$ cat src/rtl/alu_mc.sv
// Multi-cycle ALU: single-cycle add/sub/logic, shift-add multiply and restoring
// divide (one bit per cycle), with the result and flags held on a valid/ready output.
module alu_mc #(
    parameter int WIDTH = 8
) (
    input  logic             clk,
    input  logic             rst_n,
    input  logic             in_valid,
    output logic             in_ready,
    input  logic [2:0]       op,
    input  logic [WIDTH-1:0] a,
    input  logic [WIDTH-1:0] b,
    output logic             out_valid,
    input  logic             out_ready,
    output logic [WIDTH-1:0] result,
    output logic [WIDTH-1:0] result_hi,
    output logic             zero,
    output logic             carry,
    output logic             sign,
    output logic             parity,
    output logic             overflow,
    output logic             div_zero
);

    localparam int MSB = WIDTH - 1;
    localparam int CW  = (WIDTH > 1) ? $clog2(WIDTH) : 1;
    localparam logic [CW-1:0] LAST = CW'(WIDTH - 1);
    localparam logic [CW-1:0] ONE  = CW'(1);

    localparam logic [2:0] OP_ADD = 3'd0;
    localparam logic [2:0] OP_SUB = 3'd1;
    localparam logic [2:0] OP_MUL = 3'd2;
    localparam logic [2:0] OP_DIV = 3'd3;
    localparam logic [2:0] OP_AND = 3'd4;
    localparam logic [2:0] OP_OR  = 3'd5;
    localparam logic [2:0] OP_XOR = 3'd6;
    localparam logic [2:0] OP_PAS = 3'd7;

    typedef enum logic [1:0] {IDLE = 2'd0, BUSY = 2'd1, DONE = 2'd2} state_t;

    function automatic logic even_parity(input logic [WIDTH-1:0] v);
        even_parity = ~^v;
    endfunction

    state_t           state_r, state_s;
    logic [CW-1:0]    cnt_r, cnt_s;
    logic [2:0]       op_r, op_s;
    logic [WIDTH-1:0] div_r, div_s;
    logic [WIDTH-1:0] hi_r, hi_s, lo_r, lo_s;
    logic [WIDTH:0]   add_s, sub_s, mul_sum_s, div_trial_s;
    logic [WIDTH-1:0] hi_iter_s, lo_iter_s;
    logic             load_s, carry_s, ovf_s, dz_s;
    logic [WIDTH-1:0] res_s, res_hi_s;

    logic [WIDTH-1:0] result_r, result_hi_r;
    logic             zero_r, carry_r, sign_r, parity_r, overflow_r, div_zero_r;
    logic             out_valid_r, in_ready_r;

    // Datapath arithmetic: single-cycle sums and one multiply/divide iteration
    always_comb begin
        add_s       = {1'b0, a} + {1'b0, b};
        sub_s       = {1'b0, a} - {1'b0, b};
        mul_sum_s   = {1'b0, hi_r} + (lo_r[0] ? {1'b0, div_r} : {(WIDTH+1){1'b0}});
        div_trial_s = {hi_r, lo_r[MSB]} - {1'b0, div_r};
        if (op_r == OP_MUL) begin
            {hi_iter_s, lo_iter_s} = {mul_sum_s, lo_r[MSB:1]};
        end else if (!div_trial_s[WIDTH]) begin
            hi_iter_s = div_trial_s[WIDTH-1:0];
            lo_iter_s = {lo_r[MSB-1:0], 1'b1};
        end else begin
            // trial went negative: restore by keeping the shifted remainder
            hi_iter_s = {hi_r[MSB-1:0], lo_r[MSB]};
            lo_iter_s = {lo_r[MSB-1:0], 1'b0};
        end
    end

    // Next-state logic and the values loaded into the output registers
    always_comb begin
        state_s  = state_r;
        cnt_s    = cnt_r;
        op_s     = op_r;
        div_s    = div_r;
        hi_s     = hi_r;
        lo_s     = lo_r;
        load_s   = 1'b0;
        res_s    = '0;
        res_hi_s = '0;
        carry_s  = 1'b0;
        ovf_s    = 1'b0;
        dz_s     = 1'b0;
        case (state_r)
            IDLE: begin
                if (in_valid) begin
                    op_s    = op;
                    div_s   = b;
                    load_s  = 1'b1;
                    state_s = DONE;
                    case (op)
                        OP_ADD: begin
                            res_s   = add_s[WIDTH-1:0];
                            carry_s = add_s[WIDTH];
                            ovf_s   = (a[MSB] == b[MSB]) && (add_s[MSB] != a[MSB]);
                        end
                        OP_SUB: begin
                            res_s   = sub_s[WIDTH-1:0];
                            carry_s = sub_s[WIDTH];
                            ovf_s   = (a[MSB] != b[MSB]) && (sub_s[MSB] != a[MSB]);
                        end
                        OP_MUL, OP_DIV: begin
                            if (b == '0) begin
                                res_s    = (op == OP_DIV) ? '1 : '0;
                                res_hi_s = (op == OP_DIV) ? a : '0;
                                dz_s     = (op == OP_DIV);
                            end else begin
                                load_s  = 1'b0;
                                state_s = BUSY;
                                cnt_s   = '0;
                                hi_s    = '0;
                                lo_s    = a;
                            end
                        end
                        OP_AND:  res_s = a & b;
                        OP_OR:   res_s = a | b;
                        OP_XOR:  res_s = a ^ b;
                        OP_PAS:  res_s = a;
                        default: res_s = a;
                    endcase
                end else begin
                    state_s = IDLE;
                end
            end
            BUSY: begin
                hi_s = hi_iter_s;
                lo_s = lo_iter_s;
                if (cnt_r == LAST) begin
                    cnt_s    = '0;
                    load_s   = 1'b1;
                    res_s    = lo_iter_s;
                    res_hi_s = hi_iter_s;
                    carry_s  = (op_r == OP_MUL) && (hi_iter_s != '0);
                    state_s  = DONE;
                end else begin
                    cnt_s = cnt_r + ONE;
                end
            end
            DONE: begin
                if (out_ready) begin
                    state_s = IDLE;
                end else begin
                    state_s = DONE;
                end
            end
            default: state_s = IDLE;
        endcase
    end

    // Control and iteration registers
    always_ff @(posedge clk or negedge rst_n) begin
        if (!rst_n) begin
            state_r <= IDLE;
            cnt_r   <= '0;
            op_r    <= 3'd0;
            div_r   <= '0;
            hi_r    <= '0;
            lo_r    <= '0;
        end else begin
            state_r <= state_s;
            cnt_r   <= cnt_s;
            op_r    <= op_s;
            div_r   <= div_s;
            hi_r    <= hi_s;
            lo_r    <= lo_s;
        end
    end

    // Output registers: handshake follows the next state, data loads on completion
    always_ff @(posedge clk or negedge rst_n) begin
        if (!rst_n) begin
            out_valid_r <= 1'b0;
            in_ready_r  <= 1'b1;
            result_r    <= '0;
            result_hi_r <= '0;
            zero_r      <= 1'b1;
            carry_r     <= 1'b0;
            sign_r      <= 1'b0;
            parity_r    <= 1'b0;
            overflow_r  <= 1'b0;
            div_zero_r  <= 1'b0;
        end else begin
            out_valid_r <= (state_s == DONE);
            in_ready_r  <= (state_s == IDLE);
            if (load_s) begin
                result_r    <= res_s;
                result_hi_r <= res_hi_s;
                zero_r      <= ~|res_s;
                carry_r     <= carry_s;
                sign_r      <= res_s[MSB];
                parity_r    <= even_parity(res_s);
                overflow_r  <= ovf_s;
                div_zero_r  <= dz_s;
            end
        end
    end

    assign in_ready  = in_ready_r;
    assign out_valid = out_valid_r;
    assign result    = result_r;
    assign result_hi = result_hi_r;
    assign zero      = zero_r;
    assign carry     = carry_r;
    assign sign      = sign_r;
    assign parity    = parity_r;
    assign overflow  = overflow_r;
    assign div_zero  = div_zero_r;

endmodule

$ cat config.mk
export PLATFORM = sky130hd
export DESIGN_NAME = alu_mc
export DESIGN_NICKNAME = d
export VERILOG_FILES = /design/src/rtl/alu_mc.sv
export SDC_FILE = /design/constraint.sdc
export NUM_CORES = 1
export LEC_CHECK = 0
export CORE_ASPECT_RATIO = 1.25
export CORE_MARGIN = 4
export CORE_UTILIZATION = 30
export DETAILED_ROUTE_END_ITERATION = 8
export GPL_TIMING_DRIVEN = 0
export PLACE_DENSITY = 0.5
export SYNTH_ARGS = -nofsm -noshare
export SYNTH_HDL_FRONTEND = slang
export SYNTH_SLANG_ARGS = --single-unit
$ cat constraint.sdc
create_clock -name clk -period 3.46 [get_ports clk]
set_input_delay 0.692 -clock clk [delete_from_list [all_inputs] [get_ports clk]]
set_output_delay 0.692 -clock clk [all_outputs]
set_load 0.01 [all_outputs]
==> summary.md, run 1 <==
| Metric | Value |
|---|---|
| Clock skew | 0.00382 ns |
| Worst Reg-to-Reg Cells | 15 |
| Number of diodes | 0 |
| Core area | 0.0151 sq mm |
| Worst Path Max Fanout | 7 |
| Worst-Margin Slew | 1.20 ns |
| Grt ovf | 0 |
| Post-synthesis sequential area ratio | 0.296 |
| Synth Instances | 544 |
| RePlAce Congestion | 0.915 |
| FMAX | 300 MHz |
| Worst reg2reg endpoint | parity$_DFFE_PN0P_ |
| Wire length per cell | 18.4 um |
| Die Ht | 147 um |
| H-tree Lvls | 2 |
| Total number of vias | 4242 |
| Status | completed |
| Most used DFF post-synth | dfrtp_1 |
| Layout cells sized above 1 | 0.130 |
| Site row count | 50 |
| CTS tree | built |
| Place WS | -0.955 ns |
| Area grow syn2layout | 24.7% |
| EDFF count, synth | 0 |
| Number of CTS-inserted buffers | 5 |
| Vias in the first global route | 4405 |
| Post-synth ARST share | 1.00 |
| Root buffer selected by CTS | clkbuf_16 |
| Vias per cell | 5.20 |
| Die width | 119 um |
| Remaining DRCs | 0 |
| Slew headroom | 0.195 |
| Setup Viol. Count Final | 0 |
| Post-Synthesis Cell Area | 0.00465 sq mm |
| Hold Crit Class | input pin to async pin |
| Cell count after placement | 798 |
| Final worst setup slack | 0.126 ns |
| Reg-to-reg slack, setup | 0.13 ns |
| TritonCTS Sinks | 55 |
| Port Buffers | 45 |
| CP startpoint kind | flip-flop |
| DR iter-0 viols | 305 |
| Worst setup endpoint | parity$_DFFE_PN0P_ |
| Fill cells | 1568 |
| Bufs on Longest Clock Path | 2 |
| Setup crit end kind | flip-flop |
| Commonest non-fill, non-tap cells in the layout | nand2_1 (64), dfrtp_1 (53), inv_1 (41), ha_1 (40), o21ai_0 (35) |
| Worst-Skew Late Latency | 0.30 ns |
| Leakage | 2.57 nW |
| Mapped Avg Cell Area | 8.55 sq um |
| Pre-antenna DRT Iters | 5 |
| Max-cap violations | 0 |
| Yosys synthesis warning count | 0 |
| Overall routed net length | 15000 um |
| CP startpoint | lo_r[7]$_DFFE_PN0P_ |
| CP Class | flip-flop to flip-flop |
| R2R Path Start | lo_r[7]$_DFFE_PN0P_ |
| DP HPWL | 11900 um |
| CTS clk-pin slew, worst paths | 0.07 ns |
| ANT nets after route | 0 |
| Nets | 680 |
| Final Critical Period | 3.33 ns |
| Tot GR Track Use | 0.175 |
| Crit path DAT | 3.50 ns |
| Ports | 47 |
| Die area | 0.0176 sq mm |
| First-pass GRT wire length | 24500 um |
| Antenna violations before repair | 0 |
| Post-synth cell types | 63 |
| Initial Utilization | 0.309 |
| Commonest non-fill, non-tap cell in the layout | nand2_1 |
| Pwr Density | 810 mW/mm^2 |
| Max Slew Vio Count | 0 |
| Fin. Hold Viols | 0 |
| Net count after synthesis | 618 |
| Fin crit share | 0.964 |
| Peak supply drop | 0.288 mV |
| Non-filler cells, final | 815 |
| Yosys reg bits | 55 |
| Data required, critical path | 3.62 ns |
| Largest net degree at the start of global routing | 39 |
[layer usage]
metal  vias to the layer above  global-route usage  wire, um
li1                       2063                   -         -
met5                         -                   0         0
met1                      2097               0.219      6380
met3                        13              0.0146       357
met4                         0              0.0493       295
met2                        69               0.319      7990
[how the worst min path moves through the flow]
stage | startpoint | end | slack, ns | cells after the start
6_report | rst_n | out_valid$_DFF_PN0_ | 0.33 | 1
5_1_grt | rst_n | out_valid$_DFF_PN0_ | 0.36 | 1
4_1_cts | rst_n | out_valid$_DFF_PN0_ | 0.34 | 1
3_5_place_dp | result[6]$_DFFE_PN0P_ | result[6]$_DFFE_PN0P_ | 0.46 | 2
3_3_place_gp | op_r[0]$_DFFE_PN0P_ | op_r[0]$_DFFE_PN0P_ | 0.46 | 2
2_1_floorplan | rst_n | carry$_DFFE_PN0P_ | 0.40 | 0
[kinds of logic after synthesis]
group / after synthesis / share of synthesized area
AO/OA/AOI/OAI: 167 / 0.237
buffers and inverters: 74 / 0.0624
multiplexers: 17 / 0.0500
AND/OR/NAND/NOR: 157 / 0.167
XOR/XNOR: 23 / 0.0433
adder cells (fa/ha/maj): 51 / 0.144
flip-flops: 55 / 0.296
[through the flow]
step	power, mW	utilization	hold WS [ns]	TNS (ns)	instance area [sq um]
floorplan	2.96	-	0.396	0	4650
global placement	3.82	0.356	0.462	-11.48	5360
detailed placement	3.86	0.357	0.463	-8.95	5380
CTS	4.55	0.375	0.341	0	5660
global route	5.08	0.385	0.355	-0.00623	5800
finish	4.70	0.385	0.332	0	5800
[cell usage after synthesis (all sizes together), types with 10 or more instances]
master	count	area [sq um]
inv	44	165
nand2	64	240
a211oi	10	75.1
ha	47	588
a22oi	14	105
clkbuf	25	93.8
xnor2	16	140
dfrtp	53	1330
nor2	22	82.6
o21ai	42	210
a21oi	33	165
mux2i	12	120
nor2b	13	81.3
and2	13	81.3
[power breakdown]
group          leakage [nW]  internal (mW)  switching, mW
clock                0.0717          0.273          0.247
combinational          1.80           1.33           1.74
sequential            0.697          0.900          0.199
total                  2.57           2.51           2.19
[critical path, cell delays in order, from the launching register on]
cell,delay (ns)
dfrtp_1,0.37
inv_2,0.06
ha_2,0.17
fa_2,0.35
and2b_1,0.24
o2111ai_2,0.16
and3_4,0.24
or3_4,0.42
and2_1,0.19
buf_6,0.13
a21oi_4,0.18
a21oi_4,0.09
ha_4,0.29
xnor2_2,0.10
xnor2_1,0.13
o21ai_1,0.07
[timing repair]
item                                   CTS  global route
resized for setup                       44            38
setup buffers                            7             5
gates cloned                             0             0
setup endpoints to repair               13             4
endpoints found under the hold margin    0             0
hold buffers                             0             0
pin swaps                                6            17
[area by class of cell]
type	instances	area [sq um]	area share
well taps	208	260	0.0449
repair buffers	58	549	0.0947
clock inverters	3	23.8	0.00410
clock buffers	5	125	0.0216
inverters	44	165	0.0285
flip-flops and latches	55	1380	0.238
plain buffers	27	119	0.0205
multi-input cells	415	3180	0.548
[state kept, by name, summed over array words and instances (netlist names), 2 cells and up]
| signal | cells |
|---|---|
| cnt_r | 3 |
| hi_r | 8 |
| lo_r | 8 |
| result_hi | 8 |
| result | 8 |
| state_r | 2 |
| div_r | 8 |
| op_r | 3 |
(Power assumes the default switching activity.)
==> run 2: changes to the inputs <==
==> constraint.sdc (replaced) <==
create_clock -name clk -period 2.8 [get_ports clk]
set_input_delay 0.56 -clock clk [delete_from_list [all_inputs] [get_ports clk]]
set_output_delay 0.56 -clock clk [all_outputs]
set_load 0.01 [all_outputs]
==> run 2 against run 1 <==
Against the previous run: the run now ends with setup timing left; hold slack worse by 0.13 ns; flip-flop and latch count stayed put; first-iteration DRC count is 17% lower; highest routed layer unchanged; clock-buffer cell count stayed put; critical endpoint unchanged.
==> summary.md, run 2 (synthesis gave the netlist of run 1 again) <==
| Metric | Value |
|---|---|
| Antenna violations before repair | 0 (unchanged) |
| Core area | 0.0151 sq mm (unchanged) |
| First-pass GRT wire length | 24700 um (+0.93%) |
| Number of diodes | 0 (unchanged) |
| Fill cells | 1540 (-1.8%) |
| Data required, critical path | 2.99 ns (-0.63 ns) |
| Tot GR Track Use | 0.176 (+0.00181) |
| Peak supply drop | 0.328 mV (+14%) |
| Grt ovf | 0 (unchanged) |
| Layout cells sized above 1 | 0.214 (+0.0841) |
| Total stage count of the critical path | 12 (-3) |
| TritonCTS Sinks | 55 (unchanged) |
| Slew headroom | 0.168 (-0.0270) |
| Worst Path Max Fanout | 7 (unchanged) |
| Largest net degree at the start of global routing | 37 (-5.1%) |
| Die width | 119 um (unchanged) |
| Root buffer selected by CTS | clkbuf_16 |
| Ports | 47 (unchanged) |
| WHS | 0.197 ns (-0.135 ns) |
| Post-route cell area | 0.00616 sq mm (+6.3%) |
| Worst-Skew Late Latency | 0.30 ns (about the same) |
| Setup Viol. Count Final | 14 (+14) |
| Commonest non-fill, non-tap cells in the layout | nand2_1 (62), dfrtp_1 (51), inv_1 (39), ha_1 (38), o21ai_0 (32) |
| ANT nets after route | 0 (unchanged) |
| Nets | 689 (+1.3%) |
| Pre-antenna DRT Iters | 5 (unchanged) |
| Fin. Hold Viols | 0 (unchanged) |
| DP HPWL | 12000 um (+0.65%) |
| Remaining DRCs | 0 (unchanged) |
| Vias per cell | 5.28 (+1.4%) |
| Pwr Density | 1080 mW/mm^2 (+33%) |
| Final Total Pwr | 6.66 mW (+42%) |
| Worst path max stage delay | 0.51 ns (+0.09 ns) |
| Post-CTS Hold Fix Bufs | 0 (unchanged) |
| Gate power share | 0.693 (+0.038) |
| CP Class | input pin to flip-flop |
| Max Slew Vio Count | 0 (unchanged) |
| Crit-path slowest cell | clkdlybuf4s50_1 |
| CTS clk-pin slew, worst paths | 0.08 ns (about the same) |
| Area grow syn2layout | 32.5% |
| CTS tree | built |
| Area of the multi-input gates | 0.00346 sq mm (+8.9%) |
| RePlAce Congestion | 0.880 (-3.8%) |
| Port Buffers | 45 (unchanged) |
| Leakage | 2.65 nW (+3.4%) |
| DR iter-0 viols | 254 (-17%) |
| Bufs on Longest Clock Path | 2 (unchanged) |
| CP top delay family | simple AND/OR/NAND/NOR gates |
| Overall routed net length | 15700 um (+4.7%) |
| Sw power | 3.07 mW (+40%) |
| Pint | 3.59 mW (+43%) |
| Vias in the first global route | 4499 (+2.1%) |
| Fin crit share | 1.10 |
| Initial Utilization | 0.309 (unchanged) |
| Wire length per cell | 19.1 um (+3.6%) |
| Crit path DAT | 3.27 ns (-0.23 ns) |
| Sequential share of power | 0.207 (-0.027) |
| Final worst setup slack | -0.283 ns (-0.408 ns) |
| Failing checks | setup timing |
| Clock share of power | 0.100 (-0.011) |
| Max-cap violations | 0 (unchanged) |
| Commonest non-fill, non-tap cell in the layout | nand2_1 |
| Die area | 0.0176 sq mm (unchanged) |
| Final Critical Period | 3.08 ns |
| Status | finished with violations |
| Number of CTS-inserted buffers | 5 (unchanged) |
| FMAX | 324 MHz |
| Clock skew | 0.00820 ns (+0.00437 ns) |
| CP startpoint kind | input pin |
| Sw Ratio | 0.462 (-0.00453) |
| Cells along the critical path | clkdlybuf4s50_1, or4_1, nor2_2, nand2_2, a211oi_4, buf_6, a221oi_1, o22a_1, ha_1, xor2_1, xnor2_1, o21ai_1 |
| Hold Crit Class | input pin to async pin |
| Setup crit end kind | flip-flop |
| Worst-Margin Slew | 1.25 ns (+0.0404 ns) |
| H-tree Lvls | 2 (unchanged) |
| RSZ-0062 raised after global routing | true |
| Worst Reg-to-Reg Cells | 14 (-1) |
| Placement Cell Area | 0.00543 sq mm (+0.91%) |
| Total number of vias | 4350 (+2.5%) |
| Sequential cell area | 0.00138 sq mm (+0.18%) |
| Die Ht | 147 um (unchanged) |
| Site row count | 50 (unchanged) |
| Worst path bufs/invs | 2 (unchanged) |
[run 2: path summary, 6_finish.rpt]
| check | from | to | slack, ns |
|---|---|---|---|
| max in group asynchronous | rst_n | hi_r[0]$_DFFE_PN0P_ | 2.02 |
| min in group clk | result[0]$_DFFE_PN0P_ | result[0]$_DFFE_PN0P_ | 0.48 |
| worst min-delay path | rst_n | result_hi[7]$_DFFE_PN0P_ | 0.20 |
| worst max-delay path | b[6] | parity$_DFFE_PN0P_ | -0.28 |
| worst min register to register | result[0]$_DFFE_PN0P_ | result[0]$_DFFE_PN0P_ | 0.48 |
| worst max register to register | lo_r[7]$_DFFE_PN0P_ | parity$_DFFE_PN0P_ | -0.24 |
[run 2: power groups by stage]
stage               Sequential (mW)  Combinational, mW  Clock [mW]
finish                         1.38               4.61       0.667
global route                   1.42               5.01       0.715
CTS                            1.37               4.33       0.682
detailed placement             1.39               3.52           0
global placement               1.38               3.48           0
floorplan                      1.35               2.43           0
[run 2: final cells by class]
class / instances / area share
inverters: 44 / 0.0268
flip-flops and latches: 55 / 0.224
multi-input cells: 415 / 0.561
clock inverters: 3 / 0.00447
plain buffers: 24 / 0.0179
repair buffers: 70 / 0.103
clock buffers: 5 / 0.0203
well taps: 208 / 0.0422
[run 2: timing repair]
item                       CTS  global route
buffers inserted            16             9
resized for setup           84            61
pin swaps                   32            34
setup endpoints to repair   41            29
[run 2: layer usage]
metal  up-vias  wire, um  track usage
met1      2171      6600        0.207
met5         -         0            0
met2        74      8500        0.334
met3        19       301       0.0177
li1       2086         -            -
met4         0       333       0.0562
[run 2: per-stage QoR]
stage | util | setup slack (ns) | instances | setup TNS (ns)
2_1_floorplan | - | -0.344 | 544 | -0.455
3_3_place_gp | 0.359 | -1.47 | 797 | -57.53
3_5_place_dp | 0.360 | -1.49 | 798 | -29.04
4_1_cts | 0.394 | -0.431 | 818 | -3.42
5_1_grt | 0.409 | -0.373 | 824 | -2.92
6_report | 0.409 | -0.283 | 824 | -1.63
[run 2: worst register-to-register path, stage by stage (launching register included)]
cell and delay [ns]:
dfrtp_1 0.38, inv_2 0.07, ha_4 0.16, fa_2 0.35
and2b_1 0.23, o2111ai_2 0.13, and3_4 0.19, or3_4 0.36
and2_4 0.17, a21oi_4 0.18, a21oi_4 0.10, ha_4 0.29
xnor2_2 0.10, xnor2_1 0.13, o21ai_1 0.08
==> run 3: changes to the inputs <==
--- a/config.mk
+++ b/config.mk
@@ -11,6 +11,7 @@
 export DETAILED_ROUTE_END_ITERATION = 8
 export GPL_TIMING_DRIVEN = 0
 export PLACE_DENSITY = 0.5
+export RECOVER_POWER = 50
 export SYNTH_ARGS = -nofsm -noshare
 export SYNTH_HDL_FRONTEND = slang
 export SYNTH_SLANG_ARGS = --single-unit
==> run 3 against run 2 <==
Against the previous run: the run still ends with setup timing left; routed wire length about the same; non-clock buffer count unchanged; power decreased by 0.14%; core utilization decreased by 0.11 points; critical path type unchanged; highest routed layer unchanged.
==> summary.md, run 3 (synthesis gave the netlist of run 1 again) <==
| Metric | Value |
|---|---|
| DR iter-0 viols | 254 (unchanged) |
| Slew headroom | 0.168 (unchanged) |
| Die area | 0.0176 sq mm (unchanged) |
| Worst reg2reg endpoint | parity$_DFFE_PN0P_ |
| Layout cells sized above 1 | 0.213 (-0.00162) |
| Number of diodes | 0 (unchanged) |
| Fill cells | 1542 (+0.13%) |
| FMAX | 324 MHz (unchanged) |
| Initial Utilization | 0.309 (unchanged) |
| TritonCTS Sinks | 55 (unchanged) |
| Vias per cell | 5.28 (unchanged) |
| Fin crit share | 1.10 (unchanged) |
| Setup Viol. Count Final | 14 (unchanged) |
| Final worst setup slack | -0.283 ns (unchanged) |
| Die Ht | 147 um (unchanged) |
| Cell count after placement | 798 (unchanged) |
| Vias in the first global route | 4499 (unchanged) |
| Crit path DAT | 3.27 ns (about the same) |
| Port Buffers | 45 (unchanged) |
| Clock skew | 0.00820 ns (unchanged) |
| Post-CTS Hold Fix Bufs | 0 (unchanged) |
| CTS tree | built |
| Pwr Density | 1080 mW/mm^2 (+0.12%) |
| Core area | 0.0151 sq mm (unchanged) |
| CP Class | input pin to flip-flop |
| Max-cap violations | 0 (unchanged) |
| Area grow syn2layout | 32.2% |
| DP HPWL | 12000 um (unchanged) |
| Setup crit end kind | flip-flop |
| Site row count | 50 (unchanged) |
| Peak supply drop | 0.328 mV (unchanged) |
| Final Critical Period | 3.08 ns (unchanged) |
| Ports | 47 (unchanged) |
| Failing checks | setup timing |
| Hold Crit Class | input pin to async pin |
| Worst Reg-to-Reg Cells | 14 (unchanged) |
| Fin. Hold Viols | 0 (unchanged) |
| Nets | 689 (unchanged) |
| Remaining DRCs | 0 (unchanged) |
| First-pass GRT wire length | 24700 um (unchanged) |
| Max Slew Vio Count | 0 (unchanged) |
| Root buffer selected by CTS | clkbuf_16 |
| Die width | 119 um (unchanged) |
| Number of CTS-inserted buffers | 5 (unchanged) |
| Total number of vias | 4350 (unchanged) |
| Non-filler cells, final | 824 (unchanged) |
| Worst Path Max Fanout | 7 (unchanged) |
| Antenna violations before repair | 0 (unchanged) |
| Worst-Skew Late Latency | 0.30 ns (about the same) |
| Largest net degree at the start of global routing | 37 (unchanged) |
| H-tree Lvls | 2 (unchanged) |
| Grt ovf | 0 (unchanged) |
| Data required, critical path | 2.99 ns (about the same) |
| Placement Cell Area | 0.00543 sq mm (unchanged) |
| R2R Path Start | lo_r[7]$_DFFE_PN0P_ |
| Status | finished with violations |
| Place WS | -1.49 ns (unchanged) |
| ANT nets after route | 0 (unchanged) |
| Bufs on Longest Clock Path | 2 (unchanged) |
| CP startpoint kind | input pin |
| RePlAce Congestion | 0.880 (unchanged) |
| CTS clk-pin slew, worst paths | 0.08 ns (about the same) |
| Leakage | 2.65 nW (about the same) |
| Overall routed net length | 15700 um (about the same) |
| Setup TNS Final | -1.63 ns (unchanged) |
| Reg-to-reg slack, setup | -0.24 ns (about the same) |
| Tot GR Track Use | 0.176 (unchanged) |
| Worst-Margin Slew | 1.25 ns (unchanged) |
| Pre-antenna DRT Iters | 5 (unchanged) |
| Post-route cell area | 0.00615 sq mm (-0.26%) |
| RSZ-0062 raised after global routing | true |
| Post-layout util | 0.408 (-0.00108) |
| Commonest non-fill, non-tap cells in the layout | nand2_1 (62), dfrtp_1 (51), inv_1 (39), ha_1 (38), o21ai_0 (32) |
| Wire length per cell | 19.1 um (about the same) |
| Commonest non-fill, non-tap cell in the layout | nand2_1 |
run 3: changes by cell type in the layout (fill, tap and decap cells not counted), sizes merged:
cell / before / now
buf: 29 / 27
clkdlybuf4s50: 29 / 26
dlygate4sd3: 0 / 3
clkbuf: 32 / 34
run 3: per-stage QoR:
stage / hold slack (ns) / power [mW]
final: 0.405 / 6.65
after detailed placement: 0.467 / 4.91
after global routing: 0.511 / 7.14
after global placement: 0.463 / 4.86
after CTS: 0.215 / 6.39
after floorplan: 0.264 / 3.78
run 3: area by class of cell:
| cell class | count | area [sq um] | area share |
|---|---|---|---|
| Multi-Input combinational cell | 415 | 3460 | 0.563 |
| Sequential cell | 55 | 1380 | 0.225 |
| Timing Repair Buffer | 70 | 619 | 0.101 |
| Tap cell | 208 | 260 | 0.0423 |
| Inverter | 44 | 165 | 0.0269 |
| Clock buffer | 5 | 125 | 0.0204 |
| Buffer | 24 | 110 | 0.0179 |
| Clock inverter | 3 | 27.5 | 0.00448 |
run 3: worst max-delay path by stage:
stage	start	to	slack [ns]	cells past startpoint
after detailed placement	a[1]	parity$_DFFE_PN0P_	-1.49	15
final	b[6]	parity$_DFFE_PN0P_	-0.28	12
after CTS	lo_r[7]$_DFFE_PN0P_	parity$_DFFE_PN0P_	-0.43	15
after floorplan	div_r[0]$_DFFE_PN0P_	parity$_DFFE_PN0P_	-0.34	15
after global routing	b[6]	parity$_DFFE_PN0P_	-0.37	12
after global placement	b[1]	parity$_DFFE_PN0P_	-1.47	11
run 3: repair_timing:
| action | in CTS | in global routing |
|---|---|---|
| endpoints found under the setup margin | 41 | 29 |
| setup buffers | 16 | 9 |
| pin swaps | 32 | 34 |
| gates resized for setup | 84 | 61 |
run 3: routing by layer:
layer  vias up  routed length (um)  global-route usage
li1       2086                   -                   -
met1      2171                6600               0.207
met2        74                8500               0.334
met3        19                 301              0.0177
met4         0                 333              0.0562
met5         -                   0                   0
run 3: critical path: stages:
cell and delay, ns:
clkdlybuf4s50_1 0.51, or4_1 0.46, nor2_2 0.15, nand2_2 0.10
a211oi_4 0.22, buf_6 0.17, a221oi_1 0.06, o22a_1 0.30
ha_1 0.32, xor2_1 0.19, xnor2_1 0.14, o21ai_1 0.08
run 3: where the power goes:
part           total (mW)  internal (mW)  switching [mW]  leakage (nW)
registers            1.38           1.11           0.264         0.695
clock network       0.667          0.342           0.325        0.0723
logic                4.61           2.12            2.48          1.89
total                6.65           3.58            3.07          2.65
